==> src/rtl/chacha_poly_pkg.sv <==
// ---------------------------------------------------------------------------
// chacha_poly_pkg
// Shared definitions for the ChaCha20-Poly1305 message sequencer:
//   - seq_state_t    : message sequencer state encoding
//   - BLK_BYTES      : Poly1305 block size in bytes
//   - KEEP_FULL      : byte-enable pattern of a full block
//   - keep_is_contig : true when a keep mask is 2^n-1 with n in 1..16
//   - keep_popcount  : number of enabled bytes in a keep mask
// ---------------------------------------------------------------------------
package chacha_poly_pkg;

  localparam int          BLK_BYTES = 16;
  localparam logic [15:0] KEEP_FULL = 16'hFFFF;

  typedef enum logic [2:0] {
    ST_IDLE     = 3'd0,
    ST_AAD      = 3'd1,
    ST_PLD      = 3'd2,
    ST_LEN      = 3'd3,
    ST_WAIT_TAG = 3'd4,
    ST_DONE     = 3'd5,
    ST_ERR      = 3'd6
  } seq_state_t;

  // A mask of the form 2^n-1 has no set bit above a clear bit, so adding
  // one clears every set bit (FFFF wraps to 0, which also qualifies).
  function automatic logic keep_is_contig(input logic [15:0] keep);
    return (keep != 16'h0000) && ((keep & (keep + 16'h0001)) == 16'h0000);
  endfunction

  function automatic logic [4:0] keep_popcount(input logic [15:0] keep);
    logic [4:0] cnt;
    cnt = 5'd0;
    for (int i = 0; i < 16; i++) begin
      cnt = cnt + {4'd0, keep[i]};
    end
    return cnt;
  endfunction

endpackage

==> src/rtl/chacha_poly_lane_pad.sv <==
// ---------------------------------------------------------------------------
// chacha_poly_lane_pad
// Combinational per-stream helper. Zero-fills disabled bytes so every block
// leaving the sequencer is a full zero-padded Poly1305 block, checks that the
// keep mask is legal for the beat position, and reports the enabled-byte count.
// Ports:
//   data     in  128  incoming beat, byte i at [8i+7:8i]
//   keep     in  16   byte enables
//   last     in  1    beat is the final one of its section
//   data_pad out 128  data with disabled bytes forced to 0x00
//   keep_ok  out 1    last: contiguous from bit 0; otherwise: all ones
//   byte_cnt out 5    popcount(keep)
// ---------------------------------------------------------------------------
module chacha_poly_lane_pad
  import chacha_poly_pkg::*;
(
  input  logic [127:0] data,
  input  logic [15:0]  keep,
  input  logic         last,
  output logic [127:0] data_pad,
  output logic         keep_ok,
  output logic [4:0]   byte_cnt
);

  // Byte-wise zero fill of lanes whose enable is clear.
  always_comb begin
    data_pad = '0;
    for (int i = 0; i < BLK_BYTES; i++) begin
      if (keep[i]) begin
        data_pad[8*i +: 8] = data[8*i +: 8];
      end
    end
  end

  // Only the final beat of a section may be partial; earlier beats must be
  // full so the byte stream stays aligned to 16-byte blocks.
  assign keep_ok  = last ? keep_is_contig(keep) : (keep == KEEP_FULL);
  assign byte_cnt = keep_popcount(keep);

endmodule

==> src/rtl/chacha_poly_msg_seq.sv <==
// ---------------------------------------------------------------------------
// chacha_poly_msg_seq
// Sequences one ChaCha20-Poly1305 AEAD message in front of the tag adapter:
// AAD beats, then ciphertext beats, then one little-endian length block.
// Partial final beats are zero-padded to full blocks and section byte counts
// are accumulated for the length block.
// Ports:
//   clk, rst                      clock, asynchronous active-high reset
//   start, algo_sel               message start pulse, ChaCha mode select
//   aad_empty, pld_empty          sampled at start: section has no data
//   s_aad_* / s_pld_*             upstream streams (valid/ready/data/keep/last)
//   m_aad_* / m_pld_*             padded downstream blocks (valid/ready/data/keep)
//   m_len_valid/ready/block       {le64 ct_bytes, le64 aad_bytes}
//   aad_done, pld_done            section-complete levels for the adapter
//   tag_valid                     tag ready pulse from the adapter
//   busy, done, err               status: in message, finished pulse, sticky error
//   aad_bytes, pld_bytes          running section byte counts
// ---------------------------------------------------------------------------
module chacha_poly_msg_seq
  import chacha_poly_pkg::*;
#(
  parameter int CNT_W = 64
) (
  input  logic             clk,
  input  logic             rst,
  input  logic             start,
  input  logic             algo_sel,
  input  logic             aad_empty,
  input  logic             pld_empty,
  input  logic             s_aad_valid,
  output logic             s_aad_ready,
  input  logic [127:0]     s_aad_data,
  input  logic [15:0]      s_aad_keep,
  input  logic             s_aad_last,
  input  logic             s_pld_valid,
  output logic             s_pld_ready,
  input  logic [127:0]     s_pld_data,
  input  logic [15:0]      s_pld_keep,
  input  logic             s_pld_last,
  output logic             m_aad_valid,
  input  logic             m_aad_ready,
  output logic [127:0]     m_aad_data,
  output logic [15:0]      m_aad_keep,
  output logic             m_pld_valid,
  input  logic             m_pld_ready,
  output logic [127:0]     m_pld_data,
  output logic [15:0]      m_pld_keep,
  output logic             m_len_valid,
  input  logic             m_len_ready,
  output logic [127:0]     m_len_block,
  output logic             aad_done,
  output logic             pld_done,
  input  logic             tag_valid,
  output logic             busy,
  output logic             done,
  output logic             err,
  output logic [CNT_W-1:0] aad_bytes,
  output logic [CNT_W-1:0] pld_bytes
);

  seq_state_t   state;
  logic         pld_empty_q;

  logic [127:0] aad_pad;
  logic [127:0] pld_pad;
  logic         aad_keep_ok;
  logic         pld_keep_ok;
  logic [4:0]   aad_cnt;
  logic [4:0]   pld_cnt;

  logic         in_aad;
  logic         in_pld;
  logic         aad_bad;
  logic         pld_bad;
  logic         aad_xfer;
  logic         pld_xfer;
  logic         len_xfer;
  logic         start_ok;
  logic [63:0]  aad_len64;
  logic [63:0]  pld_len64;

  chacha_poly_lane_pad u_aad_pad (
    .data     (s_aad_data),
    .keep     (s_aad_keep),
    .last     (s_aad_last),
    .data_pad (aad_pad),
    .keep_ok  (aad_keep_ok),
    .byte_cnt (aad_cnt)
  );

  chacha_poly_lane_pad u_pld_pad (
    .data     (s_pld_data),
    .keep     (s_pld_keep),
    .last     (s_pld_last),
    .data_pad (pld_pad),
    .keep_ok  (pld_keep_ok),
    .byte_cnt (pld_cnt)
  );

  assign in_aad = (state == ST_AAD);
  assign in_pld = (state == ST_PLD);

  // A beat with an illegal keep is refused on both sides: upstream sees no
  // ready and downstream sees no valid, so nothing is consumed or forwarded.
  assign aad_bad = in_aad && s_aad_valid && !aad_keep_ok;
  assign pld_bad = in_pld && s_pld_valid && !pld_keep_ok;

  assign m_aad_valid = in_aad && s_aad_valid && aad_keep_ok;
  assign s_aad_ready = in_aad && m_aad_ready && !aad_bad;
  assign m_aad_data  = in_aad ? aad_pad : '0;
  assign m_aad_keep  = in_aad ? KEEP_FULL : '0;

  assign m_pld_valid = in_pld && s_pld_valid && pld_keep_ok;
  assign s_pld_ready = in_pld && m_pld_ready && !pld_bad;
  assign m_pld_data  = in_pld ? pld_pad : '0;
  assign m_pld_keep  = in_pld ? KEEP_FULL : '0;

  assign aad_xfer = m_aad_valid && m_aad_ready;
  assign pld_xfer = m_pld_valid && m_pld_ready;

  // Counters do not move while in LEN, so the block is stable while valid.
  assign aad_len64   = 64'(aad_bytes);
  assign pld_len64   = 64'(pld_bytes);
  assign m_len_valid = (state == ST_LEN);
  assign m_len_block = m_len_valid ? {pld_len64, aad_len64} : '0;
  assign len_xfer    = m_len_valid && m_len_ready;

  assign busy = (state == ST_AAD) || (state == ST_PLD) ||
                (state == ST_LEN) || (state == ST_WAIT_TAG);

  assign start_ok = start && algo_sel &&
                    ((state == ST_IDLE) || (state == ST_DONE) || (state == ST_ERR));

  // Message FSM with section flags, counters and status outputs. Section
  // done levels are set on the transfer of the last beat and are therefore
  // visible the cycle after that transfer.
  always_ff @(posedge clk or posedge rst) begin
    if (rst) begin
      state       <= ST_IDLE;
      pld_empty_q <= 1'b0;
      aad_done    <= 1'b0;
      pld_done    <= 1'b0;
      done        <= 1'b0;
      err         <= 1'b0;
      aad_bytes   <= '0;
      pld_bytes   <= '0;
    end else begin
      done <= 1'b0;
      case (state)
        ST_IDLE, ST_DONE, ST_ERR: begin
          if (start_ok) begin
            aad_bytes   <= '0;
            pld_bytes   <= '0;
            err         <= 1'b0;
            pld_empty_q <= pld_empty;
            aad_done    <= aad_empty;
            pld_done    <= aad_empty && pld_empty;
            if (!aad_empty) begin
              state <= ST_AAD;
            end else if (!pld_empty) begin
              state <= ST_PLD;
            end else begin
              state <= ST_LEN;
            end
          end
        end

        ST_AAD: begin
          if (aad_bad) begin
            err   <= 1'b1;
            state <= ST_ERR;
          end else if (aad_xfer) begin
            aad_bytes <= aad_bytes + CNT_W'(aad_cnt);
            if (s_aad_last) begin
              aad_done <= 1'b1;
              if (pld_empty_q) begin
                pld_done <= 1'b1;
                state    <= ST_LEN;
              end else begin
                state <= ST_PLD;
              end
            end
          end
        end

        ST_PLD: begin
          if (pld_bad) begin
            err   <= 1'b1;
            state <= ST_ERR;
          end else if (pld_xfer) begin
            pld_bytes <= pld_bytes + CNT_W'(pld_cnt);
            if (s_pld_last) begin
              pld_done <= 1'b1;
              state    <= ST_LEN;
            end
          end
        end

        ST_LEN: begin
          if (len_xfer) begin
            state <= ST_WAIT_TAG;
          end
        end

        ST_WAIT_TAG: begin
          if (tag_valid) begin
            done  <= 1'b1;
            state <= ST_DONE;
          end
        end

        default: begin
          state <= ST_IDLE;
        end
      endcase
    end
  end

endmodule

==> config.mk <==
export PLATFORM = sky130hd
export DESIGN_NAME = chacha_poly_msg_seq
export DESIGN_NICKNAME = d
export VERILOG_FILES = /design/src/rtl/chacha_poly_pkg.sv /design/src/rtl/chacha_poly_lane_pad.sv /design/src/rtl/chacha_poly_msg_seq.sv
export SDC_FILE = /design/constraint.sdc
export NUM_CORES = 1
export LEC_CHECK = 0
export CAP_MARGIN = 5
export CORE_AREA = 2 2 337 339
export CTS_BUF_LIST = sky130_fd_sc_hd__clkbuf_2 sky130_fd_sc_hd__clkbuf_4 sky130_fd_sc_hd__clkbuf_8
export CTS_CLUSTER_SIZE = 14
export DETAILED_ROUTE_END_ITERATION = 8
export DIE_AREA = 0 0 339 341
export SLEW_MARGIN = 20
export SYNTH_ARGS = -nofsm -noshare
export SYNTH_HDL_FRONTEND = slang
export SYNTH_HIERARCHICAL = 1
export SYNTH_SLANG_ARGS = --single-unit
==> constraint.sdc <==
create_clock -name clk -period 5.9 [get_ports clk]
set_input_delay 1.18 -clock clk [delete_from_list [all_inputs] [get_ports clk]]
set_output_delay 1.18 -clock clk [all_outputs]
set_load 0.1 [all_outputs]
==> run_results.csv <==
group,metric,value,unit
outcome,status,"completed",
synth,synth_top_family_by_area,"simple AND/OR/NAND/NOR gates",
layout,postLayoutCoreUtil,21.9,%
synth,synth_cell_types,80,
layout,fin_area,24500,um2
detailed_routing,vias,16700,
worst_setup_path,r2r_end,"pld_bytes[39]$_DFFE_PP0P_",
cts,clk_pin_slew,0.10,ns
cts,numCtsBuffers,17,
global_route,grt_overflow,0,
sta,rsz0062_at_grt,"yes",
synth,yosys.area_share.simple,47.6,%
layout,nets,3005,
min_path,hold_path_end,"pld_done$_DFFE_PP0P_",
global_route,grtUsageTotal,16.6,%
synth,synth_xor_area_share,4.00,%
synth,synth_most_common_cell,"and2_1",
synth,synth_common_cells,"and2_1 (639), dfrtp_1 (136), clkbuf_1 (105), nand2_1 (91), nor2_1 (85)",
detailed_routing,firstDrtPassIters,6,
worst_setup_path,path_max_fanout,6,
detailed_routing,wirelength,99600,um
worst_setup_path,critPathRequiredTime,6.26,ns
detailed_routing,routed_via_density,4.00,
synth,yosysSeqAreaShare,24.7,%
worst_setup_path,worstSetupEndpointType,"flip-flop",
sta,fmax,174,MHz
worst_setup_path,critical_path_class,"in2reg",
sta,post-route-min-period,5.74,ns
synth,synth_top_area_share,29.1,%
global_route,grt_max_degree,87,
synth,synth-edff-count,0,
global_route,grt_first_pass_wirelength,136000,um
global_route,antenna_found_initial,51,
synth,synthMuxAreaShare,0.391,%
synth,syn_area_per_cell,7.59,um2
cts,ctsHoldBuffers,0,
worst_setup_path,startpoint,"s_aad_keep[13]",
worst_setup_path,r2r_start,"state[1]$_DFFE_PP0P_",
cts,clkLatencyLatePin,0.51,ns
synth,syn_inst,1811,
die,rows,123,
synth,ys_top_cells_by_area,"and2_1 (29%), dfrtp_1 (25%), fa_1 (3.2%)",
placement,place.gp.congestion,0.978,
sta,slew_headroom,26.8,%
die,die_x,339,um
die,ios,856,
sta,worstMarginPinSlew,1.09,ns
sta,setup_viol,0,
layout,stdcell_count,4182,
detailed_routing,wl_per_cell,23.8,um
detailed_routing,drc,0,
synth,ys_seq_elements,136,
sta,skew,0.0260,ns
synth,syn_area,13800,um2
cts,cts-root-buf,"clkbuf_8",
job,drv_cap,0,
sta,slew_violations,0,
sta,period_share,97.3,%
die,dieArea,116000,um2
worst_setup_path,critPathLaunchType,"input port",
detailed_routing,drtIter0Drc,1241,
sta,finalHoldViolations,0,
min_path,hold_path_startpoint,"pld_done$_DFFE_PP0P_",
power,powerDensity,300,nW/um2
synth,synth_compound_area_share,10.4,%
placement,dp_cells,4129,
power,leakagePower,10.1,nW
cts,tritoncts,"done",
worst_setup_path,ff2ff_path_depth,9,
synth,ys_warn_count,6,
min_path,hold_path.class,"reg2reg",
synth,synth_flop_cell,"dfrtp_1",
cts,htreeDepth,4,
worst_setup_path,r2r_setup_slack,1.71,ns
synth,synthAdderAreaFrac,5.57,%
cts,cts_sinks,136,
min_path,min_path_cells,1,
die,core-area,112000,um2
synth,synth_top_area_cell,"and2_1",
cts,cts.path.max_buffers,2,
layout,drive_above_1_share,19.3,%
synth,async_flop_share,100,%
synth,syn_nets,2161,
placement,io_buffers,855,
global_route,grt_pass1_vias,16900,
worst_setup_path,crit_arrival,6.10,ns
die,die_h,341,um
placement,dp_hpwl,85100,um
detailed_routing,ant_nets,0,
layout,areaGrowthSynthToFinish,78.3,%
die,start_util,12.3,%
power,vdd_ir_drop_max,0.166,mV
placement,placed_area,23900,um2
area by class of cell:
cell class	instances	area, um2
Antenna cell	14	35.0
Multi-Input combinational cell	1448	9610
Inverter	73	287
Sequential cell	136	3400
Clock buffer	19	255
Fill cell	12500	87400
Tap cell	1500	1880
Timing Repair Buffer	979	8910
Clock inverter	13	141
per-layer routing:
metal	share of wire (%)	up-vias	global-route usage, %
met5	0.24	-	0
li1	-	7714	-
met3	9.4	101	5.79
met2	45	811	26.6
met1	43	8062	21.2
met4	2.3	40	4.03
flip-flops by register name, indices dropped and copies added (netlist names):
signal / cells
pld_bytes: 64
pld_empty_q: 1
aad_done: 1
done: 1
aad_bytes: 64
pld_done: 1
err: 1
state: 3
how the worst max path moves through the flow:
stage | endpoint | slack (ns) | cells after the start
after floorplan | aad_bytes[37]$_DFFE_PP0P_ | -0.02 | 20
after CTS | aad_bytes[58]$_DFFE_PP0P_ | 0.02 | 21
after global routing | aad_bytes[6]$_DFFE_PP0P_ | -0.001 | 23
after global placement | aad_bytes[61]$_DFFE_PP0P_ | -1.02 | 19
final | aad_bytes[48]$_DFFE_PP0P_ | 0.16 | 23
after detailed placement | aad_bytes[63]$_DFFE_PP0P_ | -1.0 | 20
metrics by stage:
| stage | power, mW | setup TNS [ns] | setup WS [ns] | hold slack (ns) |
|---|---|---|---|---|
| 3_5_place_dp | 6.55 | -74.41 | -0.997 | 0.510 |
| 3_3_place_gp | 6.53 | -72.01 | -1.02 | 0.494 |
| 5_1_grt | 7.73 | -0.00241 | -0.00146 | 0.567 |
| 4_1_cts | 7.45 | 0 | 0.0222 | 0.543 |
| 2_1_floorplan | 5.02 | -0.0183 | -0.0183 | 0.471 |
| 6_report | 7.35 | 0 | 0.162 | 0.529 |
repair_timing:
| item | 4_1_cts | 5_1_grt |
|---|---|---|
| setup endpoints to repair | 79 | 77 |
| gates cloned | 3 | 0 |
| setup buffers | 1 | 4 |
| pin swaps | 39 | 31 |
| resized for setup | 67 | 53 |
kinds of logic after synthesis:
logic type / after synthesis
compound gates: 222
xor+xnor: 62
fa+ha+maj: 48
buf+inv: 227
flops: 136
mux: 5
simple gates: 1111
worst max-delay path, cell delays in order:
cell and delay [ns]:
dlygate4sd2_1 0.24, inv_1 0.07, fa_1 0.42, buf_6 0.15, fa_1 0.48, fa_2 0.55, fa_1 0.41, inv_1 0.07
ha_2 0.17, inv_2 0.04, fa_2 0.36, xnor2_1 0.14, ha_1 0.29, buf_4 0.14, nor2b_2 0.15, o31a_1 0.28
buf_6 0.13, buf_4 0.13, o211a_4 0.27, buf_6 0.14, nand4_1 0.09, xor2_1 0.15, nor2_1 0.05
cell usage in the layout (no fill, tap or decap), drive strengths merged, types with 5 or more instances in the layout:
cell type,count
a21o,6
a21oi,61
a31o,5
a31oi,11
and2,647
and3,29
and4,13
buf,364
clkbuf,35
clkdlybuf4s50,597
dfrtp,136
diode,14
fa,22
ha,26
inv,77
nand2,91
nand2b,11
nand3,57
nand4,54
nor2,85
nor2b,7
nor3,28
nor4,31
o211ai,11
o21a,9
o21ai,61
o31ai,19
or3,32
or4,16
xnor2,39
xor2,23
power by group:
group          leakage, nW  internal (mW)  total, mW  switching [mW]
clock                0.197          0.394      0.837           0.442
sequential            1.88          0.976       1.09           0.112
combinational         8.00           1.36       5.42            4.06
total                 10.1           2.73       7.35            4.62
Power figures use the tool's default switching activity.
